==> src/rtl/legv8_control_fsm.sv <==
// Multi-cycle LEGv8 control unit: sequences FETCH/EXEC and derives the datapath
// control word and immediate constant from the held instruction register.
module legv8_control_fsm #(
  parameter int CW_W    = 40,
  parameter int CONST_W = 64
) (
  input  logic               clock,
  input  logic               reset,
  input  logic [31:0]        IR_out,
  input  logic [4:0]         status,
  input  logic [3:0]         current_status,
  output logic [CW_W-1:0]    ControlWord,
  output logic [CONST_W-1:0] constant,
  output logic [2:0]         state,
  output logic               halted
);

  typedef enum logic [2:0] {
    FETCH  = 3'd0,
    EXEC   = 3'd1,
    LOAD2  = 3'd2,
    BRTEST = 3'd3,
    BRANCH = 3'd4,
    HALT   = 3'd5
  } state_t;

  localparam logic [4:0] FS_AND = 5'b00000;
  localparam logic [4:0] FS_ORR = 5'b00100;
  localparam logic [4:0] FS_ADD = 5'b01000;
  localparam logic [4:0] FS_SUB = 5'b01001;

  state_t state_q, state_d;
  logic   zflag_q;

  // Immediate extension helpers; each returns a sign- or zero-extended constant.
  function automatic logic signed [CONST_W-1:0] sext_d9(input logic [8:0] v);
    return {{(CONST_W-9){v[8]}}, v};
  endfunction

  function automatic logic signed [CONST_W-1:0] sext_br26(input logic [25:0] v);
    return {{(CONST_W-28){v[25]}}, v, 2'b00};
  endfunction

  function automatic logic signed [CONST_W-1:0] sext_br19(input logic [18:0] v);
    return {{(CONST_W-21){v[18]}}, v, 2'b00};
  endfunction

  function automatic logic [CONST_W-1:0] zext_i12(input logic [11:0] v);
    return {{(CONST_W-12){1'b0}}, v};
  endfunction

  logic [10:0] op;
  logic is_add, is_sub, is_and, is_orr, is_rtype;
  logic is_addi, is_subi, is_ldur, is_stur, is_b, is_cbz, is_cbnz;

  assign op       = IR_out[31:21];
  assign is_add   = (op == 11'h458);
  assign is_sub   = (op == 11'h658);
  assign is_and   = (op == 11'h450);
  assign is_orr   = (op == 11'h550);
  assign is_rtype = is_add | is_sub | is_and | is_orr;
  assign is_addi  = (op[10:1] == 10'h244);
  assign is_subi  = (op[10:1] == 10'h344);
  assign is_ldur  = (op == 11'h7C2);
  assign is_stur  = (op == 11'h7C0);
  assign is_b     = (op[10:5] == 6'b000101);
  assign is_cbz   = (op[10:3] == 8'hB4);
  assign is_cbnz  = (op[10:3] == 8'hB5);

  // The latched flags are not consumed yet; keep them visibly terminated.
  logic unused_status;
  assign unused_status = ^{current_status, status[4:1]};

  logic [1:0]         dsel, pc_fs, size;
  logic               pc_en, b_sel, ir_ld, c0, mw, rw;
  logic [4:0]         fs, da, sa, sb;
  logic [CONST_W-1:0] const_d;

  always_ff @(posedge clock) begin
    if (reset) begin
      state_q <= FETCH;
      zflag_q <= 1'b0;
    end else begin
      state_q <= state_d;
      if (state_q == BRTEST) zflag_q <= status[0];
    end
  end

  always_comb begin
    state_d = state_q;
    dsel    = 2'b00;
    pc_fs   = 2'b00;
    size    = 2'b00;
    pc_en   = 1'b0;
    b_sel   = 1'b0;
    ir_ld   = 1'b0;
    c0      = 1'b0;
    mw      = 1'b0;
    rw      = 1'b0;
    fs      = FS_AND;
    da      = 5'd0;
    sa      = 5'd0;
    sb      = 5'd0;
    const_d = '0;

    unique case (state_q)
      FETCH: begin
        dsel    = 2'b10;
        ir_ld   = 1'b1;
        pc_en   = 1'b1;
        state_d = EXEC;
      end
      // LOAD2 re-decodes the held LDUR so the word repeats with PC advancing.
      EXEC, LOAD2: begin
        size = 2'b11;
        if (is_b) begin
          pc_en   = 1'b1;
          pc_fs   = 2'b11;
          const_d = sext_br26(IR_out[25:0]);
          state_d = FETCH;
        end else if (is_cbz || is_cbnz) begin
          state_d = BRTEST;
        end else if (is_rtype || is_addi || is_subi) begin
          pc_en   = 1'b1;
          pc_fs   = 2'b01;
          rw      = 1'b1;
          da      = IR_out[4:0];
          sa      = IR_out[9:5];
          if (is_rtype) begin
            sb = IR_out[20:16];
            fs = is_add ? FS_ADD : is_sub ? FS_SUB : is_orr ? FS_ORR : FS_AND;
            c0 = is_sub;
          end else begin
            b_sel   = 1'b1;
            fs      = is_subi ? FS_SUB : FS_ADD;
            c0      = is_subi;
            const_d = zext_i12(IR_out[21:10]);
          end
          state_d = FETCH;
        end else if (is_ldur) begin
          dsel    = 2'b11;
          b_sel   = 1'b1;
          fs      = FS_ADD;
          rw      = 1'b1;
          da      = IR_out[4:0];
          sa      = IR_out[9:5];
          pc_en   = 1'b1;
          const_d = sext_d9(IR_out[20:12]);
          pc_fs   = (state_q == LOAD2) ? 2'b01 : 2'b00;
          state_d = (state_q == LOAD2) ? FETCH : LOAD2;
        end else if (is_stur) begin
          dsel    = 2'b01;
          b_sel   = 1'b1;
          fs      = FS_ADD;
          mw      = 1'b1;
          sa      = IR_out[9:5];
          sb      = IR_out[4:0];
          pc_en   = 1'b1;
          pc_fs   = 2'b01;
          const_d = sext_d9(IR_out[20:12]);
          state_d = FETCH;
        end else begin
          size    = 2'b00;
          state_d = HALT;
        end
      end
      // Zero test: ORR Rt with XZR, Z captured into zflag_q at the edge.
      BRTEST: begin
        size    = 2'b11;
        fs      = FS_ORR;
        sa      = IR_out[4:0];
        sb      = 5'd31;
        state_d = BRANCH;
      end
      BRANCH: begin
        size    = 2'b11;
        pc_en   = 1'b1;
        const_d = sext_br19(IR_out[23:5]);
        pc_fs   = ((is_cbz && zflag_q) || (is_cbnz && !zflag_q)) ? 2'b11 : 2'b01;
        state_d = FETCH;
      end
      HALT: state_d = HALT;
      default: state_d = FETCH;
    endcase
  end

  // Outputs are forced quiet while reset is held so no partial write escapes.
  always_comb begin
    if (reset) begin
      ControlWord = '0;
      constant    = '0;
    end else begin
      ControlWord = {{(CW_W-33){1'b0}}, dsel, pc_fs, pc_en, b_sel, ir_ld, 1'b0,
                     fs, c0, size, mw, rw, da, sa, sb};
      constant    = const_d;
    end
  end

  assign state  = state_q;
  assign halted = (state_q == HALT) && !reset;

endmodule
==> config.mk <==
export PLATFORM = sky130hd
export DESIGN_NAME = legv8_control_fsm
export DESIGN_NICKNAME = d
export VERILOG_FILES = /design/src/rtl/legv8_control_fsm.sv
export SDC_FILE = /design/constraint.sdc
export NUM_CORES = 1
export LEC_CHECK = 0
export BUFFER_PORTS_ARGS = -buffer_cell sky130_fd_sc_hd__buf_2
export CORE_MARGIN = 5
export CORE_UTILIZATION = 43
export CTS_CLUSTER_SIZE = 12
export DETAILED_ROUTE_END_ITERATION = 16
export PLACE_DENSITY = 0.88
export SYNTH_ARGS = -nofsm -noshare
export SYNTH_HDL_FRONTEND = slang
export SYNTH_SLANG_ARGS = --single-unit
==> constraint.sdc <==
create_clock -name clock -period 6.9 [get_ports clock]
set_input_delay 0.69 -clock clock [delete_from_list [all_inputs] [get_ports clock]]
set_output_delay 0.69 -clock clock [all_outputs]
set_load 0.02 [all_outputs]
Word level (Yosys, flattened, before mapping) --
Cells that the tools add are included.
Cells by class: equal/unequal tests 16, mux-type cells 91, bitwise gates (word level) 3, reductions and logical operators 13
Operators with widths (count):
- $mux W64 | 6
- $pmux W64 S2 | 1
- $mux W5 | 19
- $eq A11 B11 Y1 const B | 6
- $mux W33 | 1
- $mux W1 | 32
- $pmux W5 S2 | 3
- $mux W2 | 12
- $eq A10 B10 Y1 const B | 2
- $mux W4 | 5
- $mux W3 | 6
- $eq A8 B8 Y1 const B | 2
- $mux W12 | 1
- $pmux W2 S2 | 3
- $pmux W3 S4 | 1
- $eq A3 B2 Y1 const B | 2
- $eq A3 B3 Y1 const B | 2
- $eq A6 B3 Y1 const B | 1
- $reduce_or A2 Y1 | 3
- $logic_or A1 B1 Y1 | 4
- $eq A3 B1 Y1 const B | 1
- $logic_and A1 B1 Y1 | 3
- $logic_not A3 Y1 | 1
- $or A1 B1 Y1 | 3
- 2 further kinds | 3
Word-level totals: bits in registers 4, input bits 43, output and inout port bits 108, logic and storage cells 125

Logic depth before layout (Yosys ltp) --
Gate-level depths: netlist of the first run.
depth in word-level cells 11, mapped depth 8

Worst setup path after synthesis of the first run --
Ideal clock, no wire load.
path type in2out, start in IR_out[24], end out constant[28], arrival time 3.835 ns, setup slack 2.375 ns, stages on the path 8, buffers on the path 3, path through buf_6 > nand2b_4 > buf_6 > or4_4 > a21oi_4 > o21ai_1 > a21oi_1 > buf_4
On the way: cells in the longest elaborated chain, start to end 11, elaborated cells between the ends (all ways) 23, those cells by class eq/ne (10); mux (7); bitwise (3); reduce/logical (3)
RTL lines:
- from (decl) | RTL line 9 | input logic [31:0] IR_out,
- $eq A11 B11 Y1 (on tied branches) | RTL line 57, 58
- $or A1 B1 Y1 (3 in a row) | RTL line 61 | assign is_rtype = is_add | is_sub | is_and | is_orr;
- $logic_or A1 B1 Y1 (2 in a row) | RTL line 123 | end else if (is_rtype || is_addi || is_subi) begin
- $mux W64 | RTL line 123
- $mux W64 (*) | RTL line 121 | end else if (is_cbz || is_cbnz) begin
- $mux W64 (*) | RTL line 116 | if (is_b) begin
- $pmux W64 S2 (*) | RTL line 106 | unique case (state_q)
- $mux W64 (*) | RTL line 189 | if (reset) begin
- to (decl) | RTL line 13 | output logic [CONST_W-1:0] constant,
Mark *: on every way between the ends. The rest lies on a longest branch, timed or not.

Worst setup path after layout of the first run --
start in IR_out[31], end out constant[54]
On the way: cells in the longest elaborated chain, start to end 11, elaborated cells between the ends (all ways) 24, those cells by class eq/ne (11); mux (7); bitwise (3); reduce/logical (3)
RTL lines (RTL line):
- $eq A11 B11 Y1 (on tied branches) | 57, 58
- $or A1 B1 Y1 (3 in a row) | 61
- $logic_or A1 B1 Y1 (2 in a row) | 123
- $mux W64 | 123
- $mux W64 | 121
- $mux W64 (*) | 116
- $pmux W64 S2 (*) | 106
- $mux W64 (*) | 189
Marked as above.

==> flow_summary.yaml, run 1 <==
run_status:
  run_status: "finished, final reports clean"
power:
  power_switching_uw: 79.9
  power.leakage_uw: 0.00109
  power.combinational.fraction_pct: 54.3
  cell_internal_pwr_uw: 89.0
  share_clk_of_total_power_pct: 28.9
  cellPowerDensity_nw_per_um2: 77.8
  share_seq_of_total_power_pct: 16.8
  switching_share_pct: 47.3
  ir_worst_vdd_uv: 106
synthesis:
  postSynth.asyncResetShare_pct: 0
  netlist_top_cells_area: "sky130_fd_sc_hd__buf_4, sky130_fd_sc_hd__a22o_1, sky130_fd_sc_hd__a21oi_1, sky130_fd_sc_hd__nor2_1, sky130_fd_sc_hd__o21ai_2"
  syn_avg_cell_area_um2: 6.68
  synth-edff-count: 0
  postSynthRegisterBits: 4
  netlist_top_cells_count: "sky130_fd_sc_hd__buf_4, sky130_fd_sc_hd__nor2_1, sky130_fd_sc_hd__nand2_1"
  yosys.area.top_type_share_pct: 19.1
  synthesis.yosys.warnings: 0
  post_synth_inst_count: 276
  ys.flop_type: "sky130_fd_sc_hd__dfxtp_1"
  post-synth-top-count-cell: "sky130_fd_sc_hd__buf_4"
  synth.distinct_cells: 54
  synthesis.area_um2: 1840
  cell_accounting_for_the_most_synthesized_area: "sky130_fd_sc_hd__buf_4"
  seq_area_frac_synth_pct: 4.34
finish:
  post_layout_nets: 395
  finish.cell_count_without_fillers: 400
  area_growth_pct: 17.9
  n_antenna_cell: 0
  drive_above_1_share_pct: 45.4
sta:
  holdWs_ns: 0.476
  number_of_endpoints_with_negative_hold_slack_in_the_final_report: 0
  setup_tns_ns: 0
  timing.max_slew.rel_slack_pct: 35.1
  report.final.slew_viol_count: 0
  final.period_utilization_pct: 64.2
  tightest_slew_ns: 0.973
  min_period_ns: 4.43
  max_freq_mhz: 226
  finClkSkew_ns: 0.000862
  unrepaired_setup_endpoints_after_global_routing: "false"
  setup_viol: 0
setup_path:
  cpMaxStageDelayCell: "sky130_fd_sc_hd__a21oi_2"
  worst-endpoint-arrival_ns: 3.74
  setup.worst_path.end_class: "primary output"
  r2r-start: "state[0]"
  critical_path.cell_chain: "buf_2, nor4_1, nand2_1, a21oi_4, o21ai_1, a21oi_2, buf_2"
  startpoint_class_of_the_critical_path: "input port"
  worst_path_largest_cell_delay_ns: 0.77
  crit_required_ns: 6.21
  criticalPathCategory: "input port to primary output"
  path_buf_inv: 2
  critical_path.max_fanout: 37
  crit_path_frequent_cell: "sky130_fd_sc_hd__buf_2"
  worstSetupStartpoint: "IR_out[31]"
  cpLargestDelayFamily: "compound AO/OA/AOI/OAI gates"
drt:
  drt_drc_violations_left: 0
  wl_um: 6550
  post_drt_via_cell_ratio: 6.14
  num_vias: 2456
  first_iter_violations: 338
  met1Wirelength_um: 2380
  routedWlPerCell_um: 16.4
  wl_met2_um: 3110
  ant_nets: 0
  met3RoutedLength_um: 914
  first_pass_iters: 6
  routed.top_layer: "met4"
global_routing:
  grt_remaining_overflow: 0
  antenna_found_initial: 0
  via_count_of_the_first_global_routing_pass: 1997
  grt_max_degree: 38
  wire_length_of_the_first_global_routing_pass_um: 9400
  globalRouteTotalUtil_pct: 20.4
clock_tree:
  cts_made_buffers: 3
  cts.root.buffer_cell: "sky130_fd_sc_hd__clkbuf_8"
  cts_htree_levels: 1
  cts_num_sinks: 4
  cts-root-to-sink-buffers: 2
  clkLatencyLatePin_ns: 0.22
  cts_resizes: 0
  cts_tree: "done"
  post-cts-setup-buffers: 0
  ctsHoldBuffers: 0
  path_clk_slew_ns: 0.03
worst_hold_path:
  hold_class: "flop to flop"
  startpoint_of_the_lowest_slack_hold_path: "zflag_q"
placed_design:
  place.detailed.instances: 397
  dp.final_hpwl_um: 5130
  gp_congestion: 0.877
  place.port_buffers: 132
floorplan:
  floorplan.die.width_um: 75.5
  design.die.area_um2: 5700
  core.rowCount: 23
  boundaryPins: 151
  floorplan.core_area_um2: 4090
  fp.dieH_um: 75.5
  initial_core_util_pct: 45.1
run:
  maxCapViolations: 0
-- path summary, 6_finish.rpt --
check	cells past startpoint	slack (ns)	to
hold / removal	2	0.48	zflag_q
setup reg to reg	5	5.14	state[2]
setup / recovery	7	2.47	constant[54]
hold reg to reg	2	0.48	zflag_q
-- final cells by class --
| cell class | instances | area (µm²) |
|---|---|---|
| Fill cell | 402 | 1910 |
| Sequential cell | 4 | 80.1 |
| Clock buffer | 3 | 41.3 |
| Multi-Input combinational cell | 206 | 1310 |
| Inverter | 5 | 18.8 |
| Tap cell | 50 | 62.6 |
| Timing Repair Buffer | 132 | 661 |
-- registers in the layout, indices dropped and copies added (netlist names) --
name / flops
zflag_q: 1
state: 3
-- cell usage in the layout, fill, tap and decap left out, types with 2 or more instances in the layout --
| master | netlist | routed |
|---|---|---|
| sky130_fd_sc_hd__buf_2 | 7 | 132 |
| sky130_fd_sc_hd__nor2_1 | 25 | 25 |
| sky130_fd_sc_hd__nand2_1 | 20 | 20 |
| sky130_fd_sc_hd__a21oi_1 | 19 | 18 |
| sky130_fd_sc_hd__a22o_1 | 12 | 12 |
| sky130_fd_sc_hd__o21ai_2 | 10 | 10 |
| sky130_fd_sc_hd__conb_1 | 1 | 10 |
| sky130_fd_sc_hd__o21ai_0 | 9 | 9 |
| sky130_fd_sc_hd__a22oi_1 | 9 | 9 |
| sky130_fd_sc_hd__and2_1 | 8 | 8 |
| sky130_fd_sc_hd__o21ai_1 | 8 | 8 |
| sky130_fd_sc_hd__nor3_1 | 6 | 6 |
| sky130_fd_sc_hd__a222oi_1 | 6 | 6 |
| sky130_fd_sc_hd__inv_1 | 5 | 5 |
| sky130_fd_sc_hd__nand4_1 | 5 | 5 |
| sky130_fd_sc_hd__o22ai_1 | 5 | 5 |
| sky130_fd_sc_hd__a21oi_2 | 4 | 5 |
| sky130_fd_sc_hd__a32oi_1 | 5 | 5 |
| sky130_fd_sc_hd__nor4_1 | 4 | 4 |
| sky130_fd_sc_hd__a31oi_1 | 4 | 4 |
| sky130_fd_sc_hd__dfxtp_1 | 4 | 4 |
| sky130_fd_sc_hd__nand3_1 | 3 | 3 |
| sky130_fd_sc_hd__clkbuf_8 | 0 | 3 |
| sky130_fd_sc_hd__nor2b_1 | 2 | 2 |
| sky130_fd_sc_hd__and3b_1 | 2 | 2 |
| sky130_fd_sc_hd__and4_1 | 2 | 2 |
| sky130_fd_sc_hd__xor2_1 | 2 | 2 |
| sky130_fd_sc_hd__nor3_2 | 2 | 2 |
| sky130_fd_sc_hd__or2_2 | 2 | 2 |
-- tightest hold or removal path: stages (launching register included) --
cell	delay [ns]
sky130_fd_sc_hd__dfxtp_1	0.31
sky130_fd_sc_hd__nand2_1	0.06
sky130_fd_sc_hd__a21oi_1	0.06
-- power groups by stage --
stage	clock [µW]	combinational (µW)	sequential (µW)
2_1_floorplan	0	70.4	26.8
3_3_place_gp	0	88.7	28.3
3_5_place_dp	0	90.1	28.6
4_1_cts	49.7	90.4	28.2
5_1_grt	51.8	98.4	28.8
6_report	48.9	91.7	28.3
-- metrics by stage --
step,setup slack (ns),utilization [%],instance area [µm²],power [µW]
after global routing,2.05,53.2,2170,179
final,2.47,53.2,2170,169
after detailed placement,2.48,52.1,2130,119
after global placement,2.63,52.1,2130,117
after floorplan,2.37,-,1880,97.1
after CTS,2.48,53.2,2170,168
-- per-layer routing --
metal,vias up,track usage (%)
met5,-,0
met4,0,5.83
met3,22,2.90
met2,216,33.3
met1,1095,27.8
li1,1123,-
-- cells by family after synthesis --
family          after synthesis  synth area share, %
compound gates               98                 38.0
simple gates                 95                 29.3
buf+inv                      75                 26.7
flops                         4                 4.35
xor+xnor                      3                 1.43
other cells                   1                0.203
(Power assumes the default switching activity.)
==> inputs of run 2 (changes only) <==
--- a/config.mk
+++ b/config.mk
@@ -7,10 +7,10 @@
 export LEC_CHECK = 0
 export BUFFER_PORTS_ARGS = -buffer_cell sky130_fd_sc_hd__buf_2
 export CORE_MARGIN = 5
-export CORE_UTILIZATION = 43
+export CORE_UTILIZATION = 40
 export CTS_CLUSTER_SIZE = 12
 export DETAILED_ROUTE_END_ITERATION = 16
-export PLACE_DENSITY = 0.88
+export PLACE_DENSITY = 0.82
 export SYNTH_ARGS = -nofsm -noshare
 export SYNTH_HDL_FRONTEND = slang
 export SYNTH_SLANG_ARGS = --single-unit
==> constraint.sdc (replaced) <==
create_clock -name clock -period 4.6 [get_ports clock]
set_input_delay 0.46 -clock clock [delete_from_list [all_inputs] [get_ports clock]]
set_output_delay 0.46 -clock clock [all_outputs]
set_load 0.02 [all_outputs]
==> run 2 against run 1 <==
Compared with the run above: hold slack better by 0.030 ns; die area grew 6.5%; clock-buffer cell count is the same; global-route usage is 0.43 points higher; sequential share of layout area decreased by 0.054 points; wire length grew 5.3%; final area is 1.5% higher; power rose by 51%; register-to-register slack worse by 2.3 ns; worst setup slack got worse by 1.0 ns; clock power rose by 49%; largest power group unchanged.
==> flow_summary.yaml, run 2 (synthesis results as in run 1) <==
run_status:
  run_status: "finished, final reports clean"
finish:
  stdcell_area_um2: 2200
  post_layout_nets: 399
  finish.cell_count_without_fillers: 406
  n_antenna_cell: 0
  largest_reg_flops: 3
  filler_cell_count: 453
  area_growth_pct: 19.6
  drive_above_1_share_pct: 46.0
  final_common_cell: "sky130_fd_sc_hd__buf_2"
  commonest_cells_after_routing_fill_and_taps_aside: "sky130_fd_sc_hd__buf_2, sky130_fd_sc_hd__nor2_1, sky130_fd_sc_hd__nand2_1"
power:
  cellPowerDensity_nw_per_um2: 116
  ir_worst_vdd_uv: 150
  power.leakage_uw: 0.00111
setup_path:
  crit_required_ns: 4.14
  reg2reg_setup_slack_ns: 2.79
  worst_reg2reg_path_depth: 5
  worstReg2RegEnd: "state[2]"
  r2r-start: "state[0]"
  criticalPathCategory: "flop to primary output"
  worst-endpoint-arrival_ns: 2.72
  setup.worst_path.end_class: "primary output"
  critical_path.max_fanout: 17
  startpoint_class_of_the_critical_path: "flop"
global_routing:
  antenna_found_initial: 0
  via_count_of_the_first_global_routing_pass: 2105
  grt_remaining_overflow: 0
  grt_max_degree: 38
  wire_length_of_the_first_global_routing_pass_um: 10800
  globalRouteTotalUtil_pct: 20.8
clock_tree:
  cts_htree_levels: 1
  clkLatencyLatePin_ns: 0.21
  cts_tree: "done"
  cts_num_sinks: 4
  cts_resizes: 0
  cts_made_buffers: 3
  cts-root-to-sink-buffers: 2
  path_clk_slew_ns: 0.03
  ctsHoldBuffers: 0
  post-cts-setup-buffers: 0
  cts.root.buffer_cell: "sky130_fd_sc_hd__clkbuf_8"
sta:
  setup_tns_ns: 0
  max_freq_mhz: 315
  setup_viol: 0
  min_period_ns: 3.18
  finClkSkew_ns: 0.00163
  timing.max_slew.rel_slack_pct: 40.0
  number_of_endpoints_with_negative_hold_slack_in_the_final_report: 0
  tightest_slew_ns: 0.896
  report.final.slew_viol_count: 0
  final.period_utilization_pct: 69.0
  unrepaired_setup_endpoints_after_global_routing: "false"
placed_design:
  place.detailed.instances: 403
  place_area_um2: 2160
  dp.final_hpwl_um: 5470
  gp_congestion: 0.902
  place.port_buffers: 132
floorplan:
  floorplan.core_area_um2: 4410
  fp.dieH_um: 77.9
  core.rowCount: 24
  initial_core_util_pct: 41.8
  design.die.area_um2: 6070
  floorplan.die.width_um: 77.9
  boundaryPins: 151
drt:
  drt_drc_violations_left: 0
  routedWlPerCell_um: 17.0
  first_iter_violations: 259
  post_drt_via_cell_ratio: 5.86
  num_vias: 2379
  wl_um: 6890
  ant_nets: 0
  first_pass_iters: 5
worst_hold_path:
  startpoint_of_the_lowest_slack_hold_path: "zflag_q"
  min_delay_worst_endpoint: "zflag_q"
  hold_class: "flop to flop"
  timing.hold.worst_path_depth: 2
run:
  maxCapViolations: 0
[run 2: cell count changes in the layout (fill, tap and decap cells not counted), sizes merged]
cell,delta
buf,+4
[run 2: layout make-up]
cell class                      count  area (µm²)  share of cell area, %
Multi-Input combinational cell    206        1310                   59.4
Sequential cell                     4        80.1                   3.63
Tap cell                           52        65.1                   2.95
Inverter                            5        18.8                  0.851
Clock buffer                        3        41.3                   1.87
Timing Repair Buffer              136         691                   31.3
[run 2: per-layer routing]
layer  vias up  share of wire [%]  track usage [%]
met5         -                  0                0
met4         0                1.2             5.15
met3        11                 11             3.82
met2       166                 49             35.5
met1      1073                 39             26.7
li1       1129                  -                -
[run 2: how the worst max path moves through the flow]
stage                     slack (ns)            to  startpoint
after floorplan                 0.53  constant[28]  IR_out[24]
after global placement          1.49  constant[49]  IR_out[25]
after detailed placement        1.45  constant[50]  IR_out[25]
after CTS                       1.45  constant[50]  IR_out[25]
after global routing            1.26  constant[50]    state[0]
final                           1.42   constant[8]    state[0]
[run 2: where the power goes]
part | total, µW | switching (µW) | leakage (µW) | internal [µW]
Sequential | 42.8 | 6.28 | 0.0000328 | 36.5
Combinational | 140 | 97.2 | 0.00106 | 43.0
Clock | 72.7 | 17.0 | 0.0000216 | 55.7
Total | 256 | 120 | 0.00111 | 135
[run 2: per-stage QoR]
step	hold WS, ns	power [µW]	worst slack (ns)	utilization, %
finish	0.506	256	1.42	49.9
global route	0.533	272	1.26	49.9
CTS	0.507	256	1.45	49.9
detailed placement	0.503	182	1.45	49.0
global placement	0.467	180	1.49	49.0
floorplan	0.448	146	0.535	-
[run 2: critical path, cell delays in order (launching register included)]
cell                      delay (ns)
sky130_fd_sc_hd__dfxtp_1        0.63
sky130_fd_sc_hd__xnor2_1        0.16
sky130_fd_sc_hd__or2_1          0.34
sky130_fd_sc_hd__nor2_1         0.72
sky130_fd_sc_hd__a22oi_1        0.21
sky130_fd_sc_hd__o22ai_1        0.23
sky130_fd_sc_hd__buf_2          0.20
==> inputs of run 3 (changes only) <==
--- a/config.mk
+++ b/config.mk
@@ -7,10 +7,10 @@
 export LEC_CHECK = 0
 export BUFFER_PORTS_ARGS = -buffer_cell sky130_fd_sc_hd__buf_2
 export CORE_MARGIN = 5
-export CORE_UTILIZATION = 40
+export CORE_UTILIZATION = 36
 export CTS_CLUSTER_SIZE = 12
 export DETAILED_ROUTE_END_ITERATION = 16
-export PLACE_DENSITY = 0.82
+export PLACE_DENSITY = 0.78
 export SYNTH_ARGS = -nofsm -noshare
 export SYNTH_HDL_FRONTEND = slang
 export SYNTH_SLANG_ARGS = --single-unit
==> constraint.sdc (replaced) <==
create_clock -name clock -period 2.6 [get_ports clock]
set_input_delay 0.26 -clock clock [delete_from_list [all_inputs] [get_ports clock]]
set_output_delay 0.26 -clock clock [all_outputs]
set_load 0.02 [all_outputs]
==> run 3 against run 2 <==
Compared with the run above: sequential cell count unchanged; die area up 9.6%; register-to-register slack worse by 1.7 ns; clock power up 80%; critical endpoint is now constant[15]; largest power group unchanged; highest routed layer unchanged.
==> flow_summary.yaml, run 3 (synthesis results as in run 1) <==
power:
  switching_share_pct: 46.6
  share_seq_of_total_power_pct: 15.1
  power.combinational.fraction_pct: 56.9
  ir_worst_vdd_uv: 209
  power_switching_uw: 218
  cellPowerDensity_nw_per_um2: 200
  power.leakage_uw: 0.00116
  share_clk_of_total_power_pct: 28.0
  cell_internal_pwr_uw: 249
global_routing:
  grt_max_degree: 38
  wire_length_of_the_first_global_routing_pass_um: 10200
  via_count_of_the_first_global_routing_pass: 2134
  globalRouteTotalUtil_pct: 19.0
  grt_remaining_overflow: 0
  antenna_found_initial: 0
sta:
  final.period_utilization_pct: 90.2
  setup_viol: 0
  report.final.slew_viol_count: 0
  unrepaired_setup_endpoints_after_global_routing: "false"
  number_of_endpoints_with_negative_hold_slack_in_the_final_report: 0
  min_period_ns: 2.34
  finClkSkew_ns: 0.00305
  setup_tns_ns: 0
  tightest_slew_ns: 0.510
  timing.max_slew.rel_slack_pct: 65.1
  holdWs_ns: 0.304
  max_freq_mhz: 427
run:
  maxCapViolations: 0
drt:
  first_iter_violations: 231
  num_vias: 2393
  ant_nets: 0
  post_drt_via_cell_ratio: 5.51
  first_pass_iters: 6
  wl_um: 6750
  routedWlPerCell_um: 15.5
  drt_drc_violations_left: 0
floorplan:
  core.rowCount: 26
  boundaryPins: 151
  initial_core_util_pct: 36.6
  floorplan.core_area_um2: 5040
  floorplan.die.width_um: 81.6
  fp.dieH_um: 81.6
  design.die.area_um2: 6650
setup_path:
  reg2reg_setup_slack_ns: 1.06
  r2r-start: "state[1]"
  setup.worst_path.end_class: "primary output"
  worst_reg2reg_path_depth: 6
  worstReg2RegEnd: "state[2]"
  crit_path_frequent_cell: "sky130_fd_sc_hd__buf_2"
  cpMaxStageDelayCell: "sky130_fd_sc_hd__or4_4"
  worst-endpoint-arrival_ns: 2.08
  critical_path.cell_chain: "buf_2, nand4bb_1, or4_4, a21oi_4, buf_4, o21ai_1, a21oi_1, buf_2"
  crit_required_ns: 2.34
  critical_path.max_fanout: 14
  worst_path_largest_cell_delay_ns: 0.50
  startpoint_class_of_the_critical_path: "input port"
  criticalPathCategory: "input port to primary output"
clock_tree:
  clkLatencyLatePin_ns: 0.22
  post-cts-setup-buffers: 0
  cts_num_sinks: 4
  cts.root.buffer_cell: "sky130_fd_sc_hd__clkbuf_8"
  ctsHoldBuffers: 0
  cts_made_buffers: 3
  cts_tree: "done"
  cts-root-to-sink-buffers: 2
  path_clk_slew_ns: 0.03
  cts_htree_levels: 1
  cts_resizes: 0
worst_hold_path:
  timing.hold.worst_path_depth: 3
  startpoint_of_the_lowest_slack_hold_path: "status[0]"
  hold_class: "input port to flop"
  min_delay_worst_endpoint: "zflag_q"
run_status:
  run_status: "finished, final reports clean"
finish:
  post_layout_nets: 409
  drive_above_1_share_pct: 48.4
  n_antenna_cell: 0
  area_growth_pct: 26.5
  filler_cell_count: 541
  largest_reg_flops: 3
  final_common_cell: "sky130_fd_sc_hd__buf_2"
  commonest_cells_after_routing_fill_and_taps_aside: "sky130_fd_sc_hd__buf_2, sky130_fd_sc_hd__nor2_1, sky130_fd_sc_hd__nand2_1"
placed_design:
  dp.final_hpwl_um: 5420
  place.port_buffers: 132
  gp_congestion: 0.908
## run 3: layout make-up
cell class	count	area (µm²)	share of cell area, %
multi-input combinational	206	1320	56.8
timing repair buffer	146	778	33.4
tap	70	87.6	3.76
sequential	4	81.3	3.49
clock buffer	3	41.3	1.77
inverter	5	18.8	0.805
## run 3: through the flow
step	std cells	util, %	power [µW]	setup WS, ns	cell area (µm²)
after floorplan	285	-	258	0.00979	1890
after global placement	431	45.2	328	0.309	2280
after detailed placement	431	45.2	333	0.272	2280
after CTS	434	46.1	466	0.0895	2320
after global routing	434	46.2	498	0.0795	2330
final	434	46.2	467	0.256	2330
## run 3: worst max path at each step
stage | startpoint | to | slack (ns) | cells after the start
3_5_place_dp | IR_out[25] | constant[26] | 0.27 | 8
2_1_floorplan | IR_out[24] | constant[28] | 0.01 | 8
6_report | IR_out[23] | constant[15] | 0.26 | 8
3_3_place_gp | IR_out[28] | ControlWord[5] | 0.31 | 7
4_1_cts | state[1] | ControlWord[11] | 0.09 | 6
5_1_grt | IR_out[21] | constant[15] | 0.08 | 8
## run 3: power groups by stage
stage	Clock, µW	Sequential, µW	Combinational, µW
floorplan	0	71.0	187
global placement	0	70.9	257
detailed placement	0	70.9	262
CTS	134	70.1	263
global route	142	70.9	286
finish	131	70.4	266
## run 3: layer usage
layer	vias up	track usage, %	share of wire (%)
li1	1144	-	-
met5	-	0	0
met4	0	4.73	1.1
met2	154	33.8	50
met1	1085	23.9	39
met3	10	2.41	10
## run 3: critical path: cells and delay by family
kind / cells / cell delay, ns
buffers and inverters: 3 / 0.56
AOI/OAI and AO/OA: 3 / 0.42
and+or+nand+nor: 2 / 0.82
